### config.mk
export PLATFORM = sky130hd
export DESIGN_NAME = multicycle_ctrl_seq_flat
export DESIGN_NICKNAME = d
export VERILOG_FILES = /design/src/rtl/multicycle_ctrl_seq_if.sv /design/src/rtl/multicycle_ctrl_seq.sv /design/src/flat_wrapper.sv
export SDC_FILE = /design/constraint.sdc
export NUM_CORES = 1
export LEC_CHECK = 0
export CAP_MARGIN = 20
export CORE_ASPECT_RATIO = 0.9
export CORE_MARGIN = 1
export CORE_UTILIZATION = 49
export DETAILED_ROUTE_END_ITERATION = 16
export PLACE_DENSITY = 0.8
export SLEW_MARGIN = 10
export SYNTH_ARGS = -nofsm -noshare
export SYNTH_HDL_FRONTEND = slang
export SYNTH_SLANG_ARGS = --single-unit
### constraint.sdc
create_clock -name clk -period 2.6 [get_ports clk]
set_input_delay 0.52 -clock clk [delete_from_list [all_inputs] [get_ports clk]]
set_output_delay 0.52 -clock clk [all_outputs]
set_load 0.1 [all_outputs]
### src/rtl/multicycle_ctrl_seq_if.sv
// rtl/multicycle_ctrl_seq_if.sv - control/handshake bundle for the multicycle control sequencer
// Purpose: groups the decoder flags, memory handshakes and datapath enables.
// Ports (signals):
//   from master : stall, isSystype, isStype, isLtype, isJAL, isJALR,
//                 imem_ready, dmem_ready, resume
//   from slave  : state[STATE_W], fetch_req, dmem_req, wb_en, retire,
//                 retired_count[RET_W], halted, fault
// Modports: master (environment side), slave (sequencer side).
interface multicycle_ctrl_seq_if #(
  parameter int STATE_W = 4,
  parameter int RET_W   = 32
);
  logic               stall;
  logic               isSystype;
  logic               isStype;
  logic               isLtype;
  logic               isJAL;
  logic               isJALR;
  logic               imem_ready;
  logic               dmem_ready;
  logic               resume;
  logic [STATE_W-1:0] state;
  logic               fetch_req;
  logic               dmem_req;
  logic               wb_en;
  logic               retire;
  logic [RET_W-1:0]   retired_count;
  logic               halted;
  logic               fault;

  modport master (
    output stall, isSystype, isStype, isLtype, isJAL, isJALR,
           imem_ready, dmem_ready, resume,
    input  state, fetch_req, dmem_req, wb_en, retire, retired_count,
           halted, fault
  );

  modport slave (
    input  stall, isSystype, isStype, isLtype, isJAL, isJALR,
           imem_ready, dmem_ready, resume,
    output state, fetch_req, dmem_req, wb_en, retire, retired_count,
           halted, fault
  );
endinterface

### src/rtl/multicycle_ctrl_seq.sv
// rtl/multicycle_ctrl_seq.sv - multicycle RV32 control sequencer with ready handshakes and watchdog
// Purpose: steps fetch/decode/execute/memory/writeback, waits on imem/dmem ready
//   with a timeout-to-FAULT watchdog, counts retired instructions.
// Ports:
//   clk  - clock, rising edge
//   rst  - asynchronous active-high reset
//   bus  - multicycle_ctrl_seq_if.slave (decoder flags, handshakes, enables, status)
// Parameters: STATE_W (>=4), TIMEOUT (0 disables watchdog), RET_W.
// Option macro: CTRL_RESUME_EN - when defined, resume=1 leaves HLT and retires
//   the SYSTEM instruction; otherwise HLT is terminal until rst.
module multicycle_ctrl_seq #(
  parameter int STATE_W = 4,
  parameter int TIMEOUT = 16,
  parameter int RET_W   = 32
) (
  input logic                 clk,
  input logic                 rst,
  multicycle_ctrl_seq_if.slave bus
);

  typedef enum logic [3:0] {
    S_RESET   = 4'd0,
    S_WAIT    = 4'd1,
    S_FETCH   = 4'd2,
    S_DECODE  = 4'd3,
    S_EXECUTE = 4'd4,
    S_MEM     = 4'd5,
    S_WB      = 4'd6,
    S_HLT     = 4'd7,
    S_FAULT   = 4'd8
  } state_e;

  // A zero TIMEOUT still gets a 1-bit counter so the datapath stays legal.
  localparam int CNT_W = (TIMEOUT > 0) ? $clog2(TIMEOUT + 1) : 1;
  localparam logic [CNT_W-1:0] CNT_LAST = (TIMEOUT > 0) ? CNT_W'(TIMEOUT - 1) : '0;

  state_e           state_q, state_d;
  logic [CNT_W-1:0] wd_cnt_q, wd_cnt_d;
  logic             retire_q, retire_d;
  logic [RET_W-1:0] count_q;
  logic             timed_out;

  // Decoder distinguishes JAL/JALR, but both simply write back like ALU ops.
`ifdef CTRL_RESUME_EN
  logic unused_flags;
  assign unused_flags = bus.isJAL ^ bus.isJALR;
`else
  logic unused_flags;
  assign unused_flags = bus.isJAL ^ bus.isJALR ^ bus.resume;
`endif

  always_ff @(posedge clk or posedge rst) begin
    if (rst) begin
      state_q  <= S_RESET;
      wd_cnt_q <= '0;
      retire_q <= 1'b0;
      count_q  <= '0;
    end else begin
      state_q  <= state_d;
      wd_cnt_q <= wd_cnt_d;
      retire_q <= retire_d;
      if (retire_d) begin
        count_q <= count_q + RET_W'(1);
      end
    end
  end

  always_comb begin
    state_d   = state_q;
    retire_d  = 1'b0;
    timed_out = (TIMEOUT > 0) && (wd_cnt_q == CNT_LAST);
    case (state_q)
      S_RESET:   state_d = S_WAIT;
      S_WAIT:    if (!bus.stall) state_d = S_FETCH;
      S_FETCH: begin
        // ready is checked first so a last-cycle response still proceeds
        if (bus.imem_ready)  state_d = S_DECODE;
        else if (timed_out)  state_d = S_FAULT;
      end
      S_DECODE:  state_d = bus.isSystype ? S_HLT : S_EXECUTE;
      S_EXECUTE: state_d = (bus.isLtype || bus.isStype) ? S_MEM : S_WB;
      S_MEM: begin
        if (bus.dmem_ready) begin
          if (bus.isLtype) begin
            state_d = S_WB;
          end else begin
            state_d  = S_WAIT;
            retire_d = 1'b1;
          end
        end else if (timed_out) begin
          state_d = S_FAULT;
        end
      end
      S_WB: begin
        state_d  = S_WAIT;
        retire_d = 1'b1;
      end
      S_HLT: begin
`ifdef CTRL_RESUME_EN
        if (bus.resume) begin
          state_d  = S_WAIT;
          retire_d = 1'b1;
        end
`endif
      end
      S_FAULT:   state_d = S_FAULT;
      default:   state_d = S_RESET;
    endcase

    // Counter runs only while lingering in a wait state; any entry clears it.
    if ((state_d == state_q) && ((state_q == S_FETCH) || (state_q == S_MEM))) begin
      wd_cnt_d = wd_cnt_q + CNT_W'(1);
    end else begin
      wd_cnt_d = '0;
    end
  end

  assign bus.state         = STATE_W'(state_q);
  assign bus.fetch_req     = (state_q == S_FETCH);
  assign bus.dmem_req      = (state_q == S_MEM);
  assign bus.wb_en         = (state_q == S_WB);
  assign bus.halted        = (state_q == S_HLT);
  assign bus.fault         = (state_q == S_FAULT);
  assign bus.retire        = retire_q;
  assign bus.retired_count = count_q;

endmodule
### src/flat_wrapper.sv
// flat-port wrapper written by rule: the top's interface ports become plain ports
module multicycle_ctrl_seq_flat 
#(
  parameter int STATE_W = 4,
  parameter int TIMEOUT = 16,
  parameter int RET_W   = 32
)
  (clk, rst, bus_stall, bus_isSystype, bus_isStype, bus_isLtype, bus_isJAL, bus_isJALR, bus_imem_ready, bus_dmem_ready, bus_resume, bus_state, bus_fetch_req, bus_dmem_req, bus_wb_en, bus_retire, bus_retired_count, bus_halted, bus_fault);
  multicycle_ctrl_seq_if #(.STATE_W(STATE_W), .RET_W(RET_W)) bus_i ();
  input logic clk;
  input logic rst;
  input wire logic [$bits(bus_i.stall)-1:0] bus_stall;
  input wire logic [$bits(bus_i.isSystype)-1:0] bus_isSystype;
  input wire logic [$bits(bus_i.isStype)-1:0] bus_isStype;
  input wire logic [$bits(bus_i.isLtype)-1:0] bus_isLtype;
  input wire logic [$bits(bus_i.isJAL)-1:0] bus_isJAL;
  input wire logic [$bits(bus_i.isJALR)-1:0] bus_isJALR;
  input wire logic [$bits(bus_i.imem_ready)-1:0] bus_imem_ready;
  input wire logic [$bits(bus_i.dmem_ready)-1:0] bus_dmem_ready;
  input wire logic [$bits(bus_i.resume)-1:0] bus_resume;
  output wire logic [$bits(bus_i.state)-1:0] bus_state;
  output wire logic [$bits(bus_i.fetch_req)-1:0] bus_fetch_req;
  output wire logic [$bits(bus_i.dmem_req)-1:0] bus_dmem_req;
  output wire logic [$bits(bus_i.wb_en)-1:0] bus_wb_en;
  output wire logic [$bits(bus_i.retire)-1:0] bus_retire;
  output wire logic [$bits(bus_i.retired_count)-1:0] bus_retired_count;
  output wire logic [$bits(bus_i.halted)-1:0] bus_halted;
  output wire logic [$bits(bus_i.fault)-1:0] bus_fault;
  assign bus_i.stall = bus_stall;
  assign bus_i.isSystype = bus_isSystype;
  assign bus_i.isStype = bus_isStype;
  assign bus_i.isLtype = bus_isLtype;
  assign bus_i.isJAL = bus_isJAL;
  assign bus_i.isJALR = bus_isJALR;
  assign bus_i.imem_ready = bus_imem_ready;
  assign bus_i.dmem_ready = bus_dmem_ready;
  assign bus_i.resume = bus_resume;
  assign bus_state = bus_i.state;
  assign bus_fetch_req = bus_i.fetch_req;
  assign bus_dmem_req = bus_i.dmem_req;
  assign bus_wb_en = bus_i.wb_en;
  assign bus_retire = bus_i.retire;
  assign bus_retired_count = bus_i.retired_count;
  assign bus_halted = bus_i.halted;
  assign bus_fault = bus_i.fault;
  multicycle_ctrl_seq #(.STATE_W(STATE_W), .TIMEOUT(TIMEOUT), .RET_W(RET_W)) u_core (.clk(clk), .rst(rst), .bus(bus_i));
endmodule
==> flow_summary_export.csv, run 1 <==
group,metric,value,unit
detailed_routing,remaining_drc_errors,0,
clock_network,max-clock-path-buffers,2,
timing,timing.final.crit_period,2.52,ns
yosys,ys_seq_area_share,47.7,%
final_layout,syn_to_final_growth,29.3,%
detailed_routing,drt_first_pass_iters,4,
power,power_density,949,nW/um^2
worst_setup_path,crit_path_start_kind,"flip-flop",
final_layout,final_nets,269,
floorplanning,chipWidth,72.7,um
power,power,2.70,mW
detailed_routing,post_drt_wl_per_cell,14.8,um
worst_setup_path,r2r_cells,7,
worst_setup_path,crit_path_start,"u_core.wd_cnt_q[0]$_DFF_PP0_",
floorplanning,fp-row-count,22,
yosys,synth_cells,206,
clock_network,htreeDepth,2,
yosys,ys_types,48,
worst_setup_path,path_class,"reg -> reg",
final_layout,final_util,68.0,%
clock_network,cts_tree,"built",
grt,grt_first_pass_wirelength,7.78,mm
timing,worst_pin_slew,0.755,ns
power,p_leak,1.29,nW
hold_path,worst_hold_path_type,"reg -> reg",
clock_network,cts_setup_buffers,0,
clock_network,cts_sinks,42,
detailed_routing,wirelength,4.67,mm
detailed_routing,viasPerCell,5.59,
clock_network,clk_pin_slew,0.08,ns
placed_design,port_buffers,49,
floorplanning,dieArea,4770,um^2
final_layout,drive_above_1_share,28.1,%
timing,finalSetupViolCount,0,
hold_path,hp-start,"u_core.wd_cnt_q[0]$_DFF_PP0_",
worst_setup_path,regToRegSetupSlack,0.08,ns
worst_setup_path,crit_arrival,2.65,ns
power,ir_drop,1050,uV
timing,slew_headroom,49.6,%
worst_setup_path,crit_fanout,5,
run,drv_cap,0,
floorplanning,die_height,65.6,um
clock_network,post_cts_resized,0,
worst_setup_path,timing.rr.start,"u_core.wd_cnt_q[0]$_DFF_PP0_",
yosys,syn-num-nets,220,
placed_design,pre_cts_ws,0.199,ns
detailed_routing,drt-initial-drc-count,111,
timing,period_share,96.8,%
worst_setup_path,worstPathRequired,2.74,ns
timing,fin_skew,0.00453,ns
placed_design,numPlacedInstances,308,
grt,grt_max_degree,20,
yosys,synth.avg_cell_area,10.7,um^2
timing,fmaxAchievable,0.397,GHz
final_layout,n_antenna_cell,0,
yosys,synth_area_leaders,"dfrtp_1 48%, xnor2_1 8.8%, xor2_1 4.4%",
run_status,outcome,"finished clean",
worst_setup_path,reg2reg_to,"u_core.wd_cnt_q[1]$_DFF_PP0_",
timing,timing.final.hold_violations,0,
placed_design,dpl.hpwl,3.29,mm
yosys,synth.ff_latch_count,42,
grt,antenna_found_initial,0,
clock_network,cts_inserted_buffers,5,
hold_path,holdPathEnd,"u_core.wd_cnt_q[0]$_DFF_PP0_",
yosys,async_flop_share,100,%
clock_network,cts_root_buffer,"clkbuf_8",
detailed_routing,ant_nets,0,
yosys,ys_warn_count,0,
placed_design,globalplace.congestion,0.747,
clock_network,clk_latency,0.30,ns
timing,layout_setup_ws,0.0828,ns
floorplanning,start_util,52.6,%
timing,rsz0062_at_grt,"false",
grt,grt.overflow.total,0,
floorplanning,ios,53,
yosys,synthTopCellsByCount,"42 x dfrtp_1, 22 x xnor2_1, 16 x nand3_1, 14 x nand4_1, 11 x xor2_1",
yosys,synth_area,2200,um^2
yosys,synth_top_area_share,47.7,%
grt,grtUsageTotal,21.6,%
clock_network,cts_hold_buffers,0,
yosys,synth_edf_count,0,
final_layout,fillers,345,
yosys,ys.flop_type,"dfrtp_1",
worst_setup_path,crit_path_end_kind,"flip-flop",
grt,grt_pass1_vias,1657,
yosys,yosysMostFrequentCell,"dfrtp_1",
yosys,yosys.area.top_type,"dfrtp_1",
detailed_routing,routed-via-count,1767,
timing,drv_slew,0,
final_layout,fin_cells,316,
hold_path,min_path_cells,1,
floorplanning,core-area,4180,um^2
## metal layers
layer  up-vias  share of wire [%]  global-route usage (%)  wire length, um
met5         -                  0                       0                0
met3        12                5.2                    4.75              244
li1        845                  -                       -                -
met4         0                2.3                    7.84              106
met1       862                 47                    29.8             2170
met2        48                 46                    33.4             2140
## worst max-delay path by stage
stage	end	slack (ns)	cells after the start
3_3_place_gp	u_core.wd_cnt_q[0]$_DFF_PP0_	0.28	5
4_1_cts	u_core.wd_cnt_q[1]$_DFF_PP0_	0.14	7
5_1_grt	u_core.wd_cnt_q[1]$_DFF_PP0_	0.008	7
3_5_place_dp	u_core.wd_cnt_q[4]$_DFF_PP0_	0.20	5
2_1_floorplan	u_core.wd_cnt_q[0]$_DFF_PP0_	-0.04	5
6_report	u_core.wd_cnt_q[1]$_DFF_PP0_	0.08	7
## stage by stage
step | hold WS, ns | instance area (um^2) | TNS [ns]
floorplan | 0.439 | 2270 | -0.168
global placement | 0.458 | 2740 | 0
detailed placement | 0.465 | 2740 | 0
CTS | 0.476 | 2850 | 0
global route | 0.491 | 2850 | 0
finish | 0.473 | 2850 | 0
## state kept, by name, summed over array words and instances (netlist names)
| name | flops |
|---|---|
| u_core.bus.retire | 1 |
| u_core.bus.retired_count | 32 |
| u_core.wd_cnt_q | 5 |
| u_core.bus.state | 4 |
## area by class of cell
| cell class | instances | area [um^2] | area share [%] |
|---|---|---|---|
| Multi-Input combinational cell | 149 | 1120 | 39.5 |
| Sequential cell | 42 | 1060 | 37.3 |
| Timing Repair Buffer | 52 | 458 | 16.1 |
| Clock buffer | 8 | 110 | 3.87 |
| Tap cell | 60 | 75.1 | 2.64 |
| Inverter | 5 | 18.8 | 0.659 |
## critical path, stage by stage (launching register included)
cell and delay (ns):
dfrtp_1 0.40, ha_1 0.23, and3_1 0.19, ha_1 0.20
or4b_4 0.54, mux2i_4 0.15, nand2_2 0.11, a2111oi_1 0.54
## cells in the final DEF, fill, tap and decap left out, types with 3 or more instances in the layout
cell,n
nand2b_1,3
ha_1,3
nor2_1,7
and4_1,3
a2111oi_1,4
buf_12,4
clkdlybuf4s50_1,7
buf_4,41
nand4_1,14
nand2_1,10
inv_1,5
nand3_1,16
and3_1,8
clkbuf_8,8
nor3_1,6
xor2_1,11
xnor2_1,22
nor2b_1,4
dfrtp_1,38
## power breakdown
group	switching (mW)	leakage [nW]	internal, mW
sequential	0.190	0.567	0.737
combinational	0.935	0.667	0.351
clock	0.221	0.0575	0.268
## cells by family (layout without fill, tap and decap cells)
family | after synthesis | in the layout | synth area share (%)
xor gates and xnor gates | 33 | 33 | 13.1
buffers and inverters | 15 | 65 | 3.24
muxes | 3 | 3 | 2.05
adders and majority gates | 3 | 3 | 1.70
DFF | 42 | 42 | 47.7
and+or+nand+nor | 90 | 90 | 24.8
AOI/OAI and AO/OA | 20 | 20 | 7.33
Note: power is estimated with default switching activity, not from simulation.
==> run 2, diff against run 1 <==
--- a/config.mk
+++ b/config.mk
@@ -5,6 +5,7 @@
 export SDC_FILE = /design/constraint.sdc
 export NUM_CORES = 1
 export LEC_CHECK = 0
+export ABC_CLOCK_PERIOD_IN_PS = 2600
 export CAP_MARGIN = 20
 export CORE_ASPECT_RATIO = 0.9
 export CORE_MARGIN = 1
==> results of run 2 <==
Final layout, timing and power as in run 1 (identical DEF).
